$ cat config.mk
export PLATFORM = sky130hd
export DESIGN_NAME = wvfm_lut_loader_flat
export DESIGN_NICKNAME = d
export VERILOG_FILES = /design/src/rtl/wvfm_pkg.sv /design/src/rtl/wvfm_lut_loader_if.sv /design/src/rtl/wvfm_byte_fifo.sv /design/src/rtl/wvfm_lut_loader.sv /design/src/flat_wrapper.sv
export SDC_FILE = /design/constraint.sdc
export NUM_CORES = 1
export LEC_CHECK = 0
export CAP_MARGIN = 10
export CORE_MARGIN = 2
export CORE_UTILIZATION = 40
export DETAILED_ROUTE_END_ITERATION = 10
export GPL_TIMING_DRIVEN = 0
export HOLD_SLACK_MARGIN = 0.06
export PLACE_DENSITY = 0.72
export SYNTH_ARGS = -nofsm -noshare
export SYNTH_HDL_FRONTEND = slang
export SYNTH_SLANG_ARGS = --single-unit
$ cat constraint.sdc
create_clock -name clk -period 6 [get_ports clk]
set_input_delay 1.2 -clock clk [delete_from_list [all_inputs] [get_ports clk]]
set_output_delay 1.2 -clock clk [all_outputs]
set_load 0.02 [all_outputs]
$ cat src/rtl/wvfm_pkg.sv
// Shared definitions for the waveform LUT loader.
// - LUT_AW / LUT_BYTES : geometry of the waveform LUT (byte addressed)
// - state_t            : loader FSM state, also exported on the debug port
package wvfm_pkg;

    localparam int LUT_AW    = 12;
    localparam int LUT_BYTES = 4096;

    typedef enum logic [1:0] {
        IDLE   = 2'd0,
        LOAD   = 2'd1,
        FINISH = 2'd2
    } state_t;

endpackage

$ cat src/rtl/wvfm_lut_loader_if.sv
// Host byte stream into the waveform LUT loader.
// - s_valid : host has a byte on s_data
// - s_data  : 4 packed 2-bit LUT entries, entry0 in [1:0]
// - s_ready : loader can take the byte this cycle
// Handshake: a byte transfers on a rising clk edge where s_valid and s_ready
// are both 1. While s_valid=1 and s_ready=0 the host must hold s_data stable;
// s_ready never depends on s_valid.
// Modports: master = host side, slave = loader side.
interface wvfm_lut_loader_if;

    logic       s_valid;
    logic [7:0] s_data;
    logic       s_ready;

    modport master (output s_valid, output s_data, input s_ready);
    modport slave  (input s_valid, input s_data, output s_ready);

endinterface

$ cat src/rtl/wvfm_byte_fifo.sv
// Small synchronous FIFO buffering host bytes ahead of LUT writes.
// - push/din   : write din when push (accepted when not full, or when full
//                and a pop happens in the same cycle)
// - pop/dout   : dout is the head entry, valid with zero latency when !empty
// - flush      : drop all contents; overrides push and pop in that cycle
// - full/empty : occupancy flags
module wvfm_byte_fifo #(
    parameter int DW    = 8,
    parameter int DEPTH = 4
) (
    input  logic          clk,
    input  logic          rst_n,
    input  logic          push,
    input  logic [DW-1:0] din,
    input  logic          pop,
    input  logic          flush,
    output logic [DW-1:0] dout,
    output logic          full,
    output logic          empty
);

    localparam int PW = $clog2(DEPTH);

    logic [DW-1:0] mem_q [DEPTH];
    // Pointers carry one extra wrap bit to tell full from empty.
    logic [PW:0]   wr_ptr_q, wr_ptr_d;
    logic [PW:0]   rd_ptr_q, rd_ptr_d;
    logic          do_push;
    logic          do_pop;

    assign empty   = (wr_ptr_q == rd_ptr_q);
    assign full    = (wr_ptr_q[PW] != rd_ptr_q[PW]) &&
                     (wr_ptr_q[PW-1:0] == rd_ptr_q[PW-1:0]);
    assign do_pop  = pop & ~empty;
    assign do_push = push & (~full | do_pop);
    assign dout    = mem_q[rd_ptr_q[PW-1:0]];

    always_comb begin
        wr_ptr_d = wr_ptr_q;
        rd_ptr_d = rd_ptr_q;
        if (flush) begin
            rd_ptr_d = wr_ptr_q;
        end else begin
            if (do_push) wr_ptr_d = wr_ptr_q + (PW+1)'(1);
            if (do_pop)  rd_ptr_d = rd_ptr_q + (PW+1)'(1);
        end
    end

    always_ff @(posedge clk or negedge rst_n) begin
        if (!rst_n) begin
            wr_ptr_q <= '0;
            rd_ptr_q <= '0;
        end else begin
            wr_ptr_q <= wr_ptr_d;
            rd_ptr_q <= rd_ptr_d;
        end
    end

    // Storage needs no reset: it is only read when the pointers say non-empty.
    always_ff @(posedge clk) begin
        if (do_push && !flush) mem_q[wr_ptr_q[PW-1:0]] <= din;
    end

endmodule

$ cat src/rtl/wvfm_lut_loader.sv
// Waveform LUT loader: buffers a host byte burst and writes it into the LUT
// SRAM through port A, only in cycles where the pixel pipeline is blanking.
// Ports:
// - clk, rst_n          : clock, asynchronous active-low reset
// - start, base_addr,
//   length, abort       : load control (start/abort are 1-cycle pulses)
// - host                : host byte stream (valid/ready, slave side)
// - blank               : pipeline is not reading LUT port A
// - lut_we/addr/din     : LUT write port (lut_busy mirrors lut_we)
// - busy, done, err     : load status (err sticky until the next start)
// - dbg_state           : current FSM state
module wvfm_lut_loader
    import wvfm_pkg::*;
#(
    parameter int AW         = LUT_AW,
    parameter int FIFO_DEPTH = 4
) (
    input  logic                clk,
    input  logic                rst_n,
    input  logic                start,
    input  logic [AW-1:0]       base_addr,
    input  logic [AW:0]         length,
    input  logic                abort,
    wvfm_lut_loader_if.slave    host,
    input  logic                blank,
    output logic                lut_we,
    output logic [AW-1:0]       lut_addr,
    output logic [7:0]          lut_din,
    output logic                lut_busy,
    output logic                busy,
    output logic                done,
    output logic                err,
    output state_t              dbg_state
);

    state_t        state_q, state_d;
    logic [AW-1:0] addr_q, addr_d;
    logic [AW:0]   remaining_q, remaining_d;     // bytes still to be written
    logic [AW:0]   accept_left_q, accept_left_d; // bytes still to be accepted
    logic          wr_q, wr_d;
    logic [7:0]    wr_data_q, wr_data_d;
    logic          err_q, err_d;

    logic          fifo_push, fifo_pop, fifo_flush;
    logic          fifo_full, fifo_empty;
    logic [7:0]    fifo_dout;
    logic          s_ready;

    logic          start_ok;
    logic          abort_ok;
    logic          last_wr;

    // Abort beats a simultaneous start; abort only matters while loading.
    assign start_ok = start & ~abort & (state_q == IDLE);
    assign abort_ok = abort & (state_q == LOAD);
    assign last_wr  = wr_q & (remaining_q == (AW+1)'(1));

    wvfm_byte_fifo #(
        .DW    (8),
        .DEPTH (FIFO_DEPTH)
    ) u_fifo (
        .clk   (clk),
        .rst_n (rst_n),
        .push  (fifo_push),
        .din   (host.s_data),
        .pop   (fifo_pop),
        .flush (fifo_flush),
        .dout  (fifo_dout),
        .full  (fifo_full),
        .empty (fifo_empty)
    );

    // ---------------- FSM: state register ----------------
    always_ff @(posedge clk or negedge rst_n) begin
        if (!rst_n) state_q <= IDLE;
        else        state_q <= state_d;
    end

    // ---------------- FSM: next state ----------------
    always_comb begin
        state_d = state_q;
        case (state_q)
            IDLE:    if (start_ok) state_d = (length == '0) ? FINISH : LOAD;
            LOAD:    if (abort_ok || last_wr) state_d = FINISH;
            FINISH:  state_d = IDLE;
            default: state_d = IDLE;
        endcase
    end

    // ---------------- FSM: outputs ----------------
    always_comb begin
        busy       = (state_q == LOAD);
        done       = (state_q == FINISH);
        // Stop accepting once length bytes have come in.
        s_ready    = (state_q == LOAD) & ~fifo_full & (accept_left_q != '0);
        fifo_push  = host.s_valid & s_ready;
        // A pop launches next cycle's write, so it needs blank sampled high;
        // an abort on this edge cancels it.
        fifo_pop   = (state_q == LOAD) & ~fifo_empty & blank & ~abort_ok;
        fifo_flush = abort_ok;
    end

    assign host.s_ready = s_ready;

    // ---------------- Address / counters / write register ----------------
    always_comb begin
        addr_d        = addr_q;
        remaining_d   = remaining_q;
        accept_left_d = accept_left_q;
        err_d         = err_q;
        wr_d          = fifo_pop;
        wr_data_d     = fifo_pop ? fifo_dout : wr_data_q;

        if (start_ok) begin
            addr_d        = base_addr;
            remaining_d   = length;
            accept_left_d = length;
            err_d         = 1'b0;
        end else begin
            if (fifo_push) accept_left_d = accept_left_q - (AW+1)'(1);
            if (wr_q) begin
                addr_d      = addr_q + AW'(1);
                remaining_d = remaining_q - (AW+1)'(1);
                // Writing the top address with bytes still to go wraps to 0.
                if ((&addr_q) && (remaining_q > (AW+1)'(1))) err_d = 1'b1;
            end
            if (abort_ok) begin
                err_d         = 1'b1;
                accept_left_d = '0;
            end
        end
    end

    always_ff @(posedge clk or negedge rst_n) begin
        if (!rst_n) begin
            addr_q        <= '0;
            remaining_q   <= '0;
            accept_left_q <= '0;
            wr_q          <= 1'b0;
            wr_data_q     <= '0;
            err_q         <= 1'b0;
        end else begin
            addr_q        <= addr_d;
            remaining_q   <= remaining_d;
            accept_left_q <= accept_left_d;
            wr_q          <= wr_d;
            wr_data_q     <= wr_data_d;
            err_q         <= err_d;
        end
    end

    assign lut_we    = wr_q;
    assign lut_busy  = wr_q;
    assign lut_addr  = addr_q;
    assign lut_din   = wr_data_q;
    assign err       = err_q;
    assign dbg_state = state_q;

endmodule

$ cat src/flat_wrapper.sv
// flat-port wrapper written by rule: the top's interface ports become plain ports
module wvfm_lut_loader_flat import wvfm_pkg::*;
#(
    parameter int AW         = LUT_AW,
    parameter int FIFO_DEPTH = 4
)
  (clk, rst_n, start, base_addr, length, abort, blank, lut_we, lut_addr, lut_din, lut_busy, busy, done, err, dbg_state, host_s_valid, host_s_data, host_s_ready);
  wvfm_lut_loader_if host_i ();
  input  logic clk;
  input  logic rst_n;
  input  logic start;
  input  logic [AW-1:0] base_addr;
  input  logic [AW:0] length;
  input  logic abort;
  input  logic blank;
  output logic lut_we;
  output logic [AW-1:0] lut_addr;
  output logic [7:0] lut_din;
  output logic lut_busy;
  output logic busy;
  output logic done;
  output logic err;
  output state_t dbg_state;
  input wire logic [$bits(host_i.s_valid)-1:0] host_s_valid;
  input wire logic [$bits(host_i.s_data)-1:0] host_s_data;
  output wire logic [$bits(host_i.s_ready)-1:0] host_s_ready;
  assign host_i.s_valid = host_s_valid;
  assign host_i.s_data = host_s_data;
  assign host_s_ready = host_i.s_ready;
  wvfm_lut_loader #(.AW(AW), .FIFO_DEPTH(FIFO_DEPTH)) u_core (.clk(clk), .rst_n(rst_n), .start(start), .base_addr(base_addr), .length(length), .abort(abort), .host(host_i), .blank(blank), .lut_we(lut_we), .lut_addr(lut_addr), .lut_din(lut_din), .lut_busy(lut_busy), .busy(busy), .done(done), .err(err), .dbg_state(dbg_state));
endmodule
Yosys cells after proc, flatten, opt, wreduce, memory -nomap -nowiden
Memory sizes are Yosys's and may differ from the RTL's. A register that Yosys moved wholly into a read port is not among the register bits.
Index checks and enable logic that the tools add are counted.
Word-level totals
  flip-flop bits (word level): 48
  RAM bits: 32
  input port bits: 39
  output and inout port bits: 28
  word-level logic and storage cells: 77
  memories: 1
Memory list
  u_core.u_fifo.mem_q: words 4, width 8, read ports 1, clocked after Yosys merged registers in 1, wr ports 1, RTL line wvfm_byte_fifo.sv:24  | logic [DW-1:0] mem_q [DEPTH];
Operators by class
  add/sub/neg operators: 5
  magnitude comparators: 1
  equal/unequal tests: 8
  mux-type cells: 19
  bitwise logic cells: 17
  reduce and logical (&&, ||, !) cells: 18
Operators with widths (number)
  $mux 13: 5
  $sub 13x1->13 const B: 2
  $mux 12: 2
  $eq 13x1->1 const B: 1
  $gt 13x1->1 const B: 1
  $logic_not 13->1: 1
  $reduce_bool 13->1: 1
  $add 12x1->12 const B: 1
  $and 1x1->1: 12
  $reduce_and 12->1: 1
  $reduce_bool 3->1: 3
  $add 3x1->3 const B: 2
  $mux 1: 6
  $mux 2: 3
  $mux 3: 2
  $reduce_and 2->1: 3
  $ne 2x1->1 const B: 2
  $not 1->1: 4
  $pmux 2 s2: 1
  $reduce_bool 2->1: 2
  $eq 3x3->1: 1
  $logic_and 1x1->1: 3
  $eq 2x1->1 const B: 1
  $eq 2x2->1: 1
  6 further kinds: 7

Depth between registers and ports, before layout
Gate-level depths: netlist of run 1.
  depth in word-level cells: 11
  depth in mapped cells: 7
  depth with buffers taken out: 7

Hierarchy
From an unflattened synthesis of run 1, not the netlist that was laid out.
Second synthesis, totals
  cells, all modules: 382
  area, all modules: 4285.4 um2
By module, submodules not included
  wvfm_lut_loader: instances 1, cells each 293, area an instance 2672.6 um2, seq. area each 1251.2 um2
  wvfm_byte_fifo: instances 1, cells each 89, area an instance 1612.8 um2, seq. area each 1111.1 um2

Worst setup path after synthesis of run 1
Ideal clock, no wire load.
  path type: register -> output
  start point: reg u_core.accept_left_q[0]
  end point: out host_s_ready
  arrival time: 1.586 ns
  data required time: 4.800 ns
  slack: 3.214 ns
  cell stages (with the launch flop): 6
  path buffers: 0
  path through: dfrtp_1 > inv_1 > ha_1 > or4b_1 > nor4_4 > nor2_1
Between the ends
  cells in the longest elaborated chain, start to end: 2
Ends and longest elaborated chain
  from (decl): RTL line wvfm_lut_loader.sv:39  | logic [AW:0] accept_left_q, accept_left_d;
  from (signal assigned): RTL line wvfm_lut_loader.sv:145  | accept_left_q <= accept_left_d;
  $reduce_bool 13->1: RTL line wvfm_lut_loader.sv:95  | s_ready = (state_q == LOAD) & ~fifo_full & (accept_left_q != '0);
  $and 1x1->1: RTL line wvfm_lut_loader.sv:95
  to (decl): RTL line flat_wrapper.sv:26  | output wire logic [$bits(host_i.s_ready)-1:0] host_s_ready;
Every way passes these cells.

Worst setup path in the final report of run 1
Same ends and word-level chain as after synthesis.

==> results.ini, run 1 <==
[pwr]
peakVddDrop_mv = 0.207
p_seq_share_pct = 41.6
internal-power_uw = 1430
p_sw_uw = 872
powerDensity_mw_per_mm2 = 433
pwr-share-clk_pct = 19.7
p_comb_share_pct = 38.7
p_sw_share_pct = 37.8
p_leak_uw = 0.00199

[setup_path]
cp-end-kind = primary output
rr_worst_depth = 5
crit_path_max_fanout = 7
cp-start-kind = flop
critical_path_required_ps = 4800
critical_path_class = reg2out
crit_arrival_ps = 2620

[clocking]
clk_latency_ps = 370
cts_resized = 0
ctsHoldBuffers = 0
cts_inserted_buffers = 9
cts_tree = built
cts-root-buf = clkbuf_8
cts_buffer_depth = 2
htreeDepth = 3
cts_setup_buffers = 0
cts.sinks = 88
clk_pin_slew_ps = 100

[worst_hold_path]
hp-class = reg2reg
hold_path_depth = 1

[synthesis]
synthesis.nets = 403
postSynthCellCount = 354
synthTopCellsByArea = dfrtp_1, edfxtp_1, mux4_2, xnor2_1, o21ai_0
synth_top_area_share_pct = 32.9
ys_seq_area_share_pct = 55.5
synth_flop_cell = dfrtp_1
synth_edf_count = 32
ys_seq_elements = 88
async_reset_ff_share_pct = 63.6
synth_top_area_cell = dfrtp_1
yosysMostFrequentCell = dfrtp_1
yosys_warnings = 0
synthesis.area_mm2 = 0.00426
synth_cell_types = 59
synth_common_cells = dfrtp_1, nand2_1, o21ai_0
syn_avg_cell_area_um2 = 12.0

[grt]
gr-usage-met3_pct = 3.95
grt_pass1_vias = 3145
grt-busiest-layer = met2
grt_pass1_wl_mm = 15.8
grt_overflow = 0
grt_start_max_net_pins = 39
antenna_found_initial = 0
met1_usage_pct = 22.7
track_usage_pct = 17.8
met2_usage_pct = 30.4

[die]
fp.dieW_um = 107
fp.dieH_um = 107
core_area_mm2 = 0.0103
ios = 67
initial_core_util_pct = 41.2
rows = 37
die_area_mm2 = 0.0115

[layout]
final_util_pct = 51.6
n_antenna_cell = 0
fin_cells = 573
num-fill-cells = 934
area_growth_pct = 25.1
fin_nets = 481
drive_gt1_share_pct = 12.1

[timing]
fmax_mhz = 262
finalCritPeriodShare_pct = 63.6
tightest_slew_ps = 891
finalSetupViolations = 0
slew_headroom_pct = 40.4
hold_viol = 0
fin_crit_ps = 3820
finClkSkew_ps = 12.0
finalMaxSlewViolations = 0
setup-tns-final_ps = 0
rsz0062_at_grt = false

[job]
maxCapViolCount = 0

[run_status]
outcome = completed

[detailed_routing]
post-route-drc-count = 0
drt_first_pass_iters = 4
drt_iter0_drc = 131
drtAntennaViolNets = 0
vias = 3014
wl_mm = 9.69
avgRoutedWirePerCell_um = 16.9
vias_per_cell = 5.26

[placement]
hpwl_mm = 6.98
dp_cells = 557
port_buffers = 66
place.gp.congestion = 0.790

-- metrics by stage --
step,setup WS [ps],area [um^2],hold slack [ps],total power (uW)
finish,2180,5320,519,2300
global route,2080,5320,546,2460
CTS,2160,5320,528,2320
detailed placement,2440,5100,499,1860
global placement,1860,5090,493,1820
floorplan,3210,4260,487,1530
-- power by group through the flow --
stage / clock network [uW] / logic, uW / registers, uW
floorplan: 0 / 516 / 1010
global placement: 0 / 863 / 959
detailed placement: 0 / 893 / 970
CTS: 464 / 901 / 959
global route: 487 / 984 / 989
finish: 454 / 891 / 959
-- flip-flops by register name, summed over array words and instances, names as in the netlist --
signal and count:
u_core.u_fifo.mem_q 32, u_core.accept_left_q 13, u_core.remaining_q 13, u_core.lut_addr 12, u_core.lut_din 8, u_core.u_fifo.rd_ptr_q 3, u_core.u_fifo.wr_ptr_q 3, u_core.dbg_state 2
u_core.err 1, u_core.lut_busy 1
-- path summary, 6_finish.rpt --
check,from,to,slack (ps)
max,u_core.accept_left_q[0]$_DFFE_PN0P_,host_s_ready,2180
min,u_core.err$_DFFE_PN0P_,u_core.err$_DFFE_PN0P_,520
max reg2reg,u_core.u_fifo.rd_ptr_q[1]$_DFFE_PN0P_,u_core.u_fifo.mem_q[3][1]$_DFFE_PP_,3530
min reg2reg,u_core.err$_DFFE_PN0P_,u_core.err$_DFFE_PN0P_,520
max in group asynchronous,rst_n,u_core.accept_left_q[12]$_DFFE_PN0P_,4620
min in group asynchronous,rst_n,u_core.lut_addr[9]$_DFFE_PN0P_,790
-- per-layer routing --
layer	vias to the layer above	share of wire (%)
met5	-	0
met1	1488	44
met3	8	4.6
met2	64	51
met4	0	0.73
li1	1454	-
-- logic make-up after synthesis --
| logic type | share of synthesized area (%) |
|---|---|
| and+or+nand+nor | 15.0 |
| DFF | 55.5 |
| AOI/OAI and AO/OA | 9.99 |
| xor gates and xnor gates | 7.00 |
| buffers and inverters | 2.18 |
| muxes | 7.44 |
| adders and majority gates | 2.94 |
-- worst max-delay path: stages (launching register included) --
cell and delay (ps):
dfrtp_1 430, inv_1 100, ha_1 150, or4b_1 490, nor4_4 410, nor2_1 110, clkdlybuf4s50_1 560
-- cell usage in the layout (no fill, tap or decap), types with 2 or more instances in the layout --
cell type and count:
clkdlybuf4s50_1 65, buf_2 4, inv_8 3, nand2b_1 4, nor3b_1 6, and2_1 4
or3_1 2, inv_1 8, o21ai_1 3, a31o_1 2, xnor2_1 19, xor2_1 15
nand2_1 43, nor3_1 8, dfrtp_1 56, clkbuf_1 5, nor2b_1 2, o221a_1 2
ha_1 10, a21oi_1 9, mux2i_1 2, mux2_2 9, nand4_1 5, o21ai_2 2
or4b_1 2, buf_1 2, o21ai_0 33, edfxtp_1 32, and3_1 3, or4_1 2
clkbuf_8 10, mux4_2 8, nor2_1 16, nor4_1 5, o31ai_1 4, a221oi_1 2
-- area by class of cell --
type / instances / area [um^2] / share of cell area (%)
Buffer: 12 / 62.6 / 1.18
Clock buffer: 9 / 124 / 2.33
Tap cell: 136 / 170 / 3.20
Multi-Input combinational cell: 246 / 1800 / 33.8
Timing Repair Buffer: 67 / 676 / 12.7
Inverter: 8 / 30.0 / 0.564
Clock inverter: 7 / 97.6 / 1.83
Sequential cell: 88 / 2360 / 44.4
No activity file was read; power rests on OpenSTA's default activity.
==> run 2: changes to the inputs <==
clock period = 3.8 ns   (was 6 ns; I/O delays follow)
==> results of run 2 <==
Same layout as run 1 (identical final DEF). Status: completed.
Among the figures that moved: setup slack after placement 2440 ps -> 679 ps; setup slack after layout 2180 ps -> 423 ps; hold slack 519 ps -> 351 ps; register-to-register setup slack 3530 ps -> 1330 ps; total power 2300 uW -> 3640 uW; worst IR drop on VDD 0.207 mV -> 0.327 mV
==> run 3: changes to the inputs <==
GPL_ROUTABILITY_DRIVEN = 0   (was not set)
==> results of run 3 <==
Same layout as run 1 (identical final DEF). Status: completed.
Among the figures that moved: setup slack after placement 2440 ps -> 679 ps; setup slack after layout 2180 ps -> 423 ps; hold slack 519 ps -> 351 ps; register-to-register setup slack 3530 ps -> 1330 ps; total power 2300 uW -> 3640 uW; worst IR drop on VDD 0.207 mV -> 0.327 mV
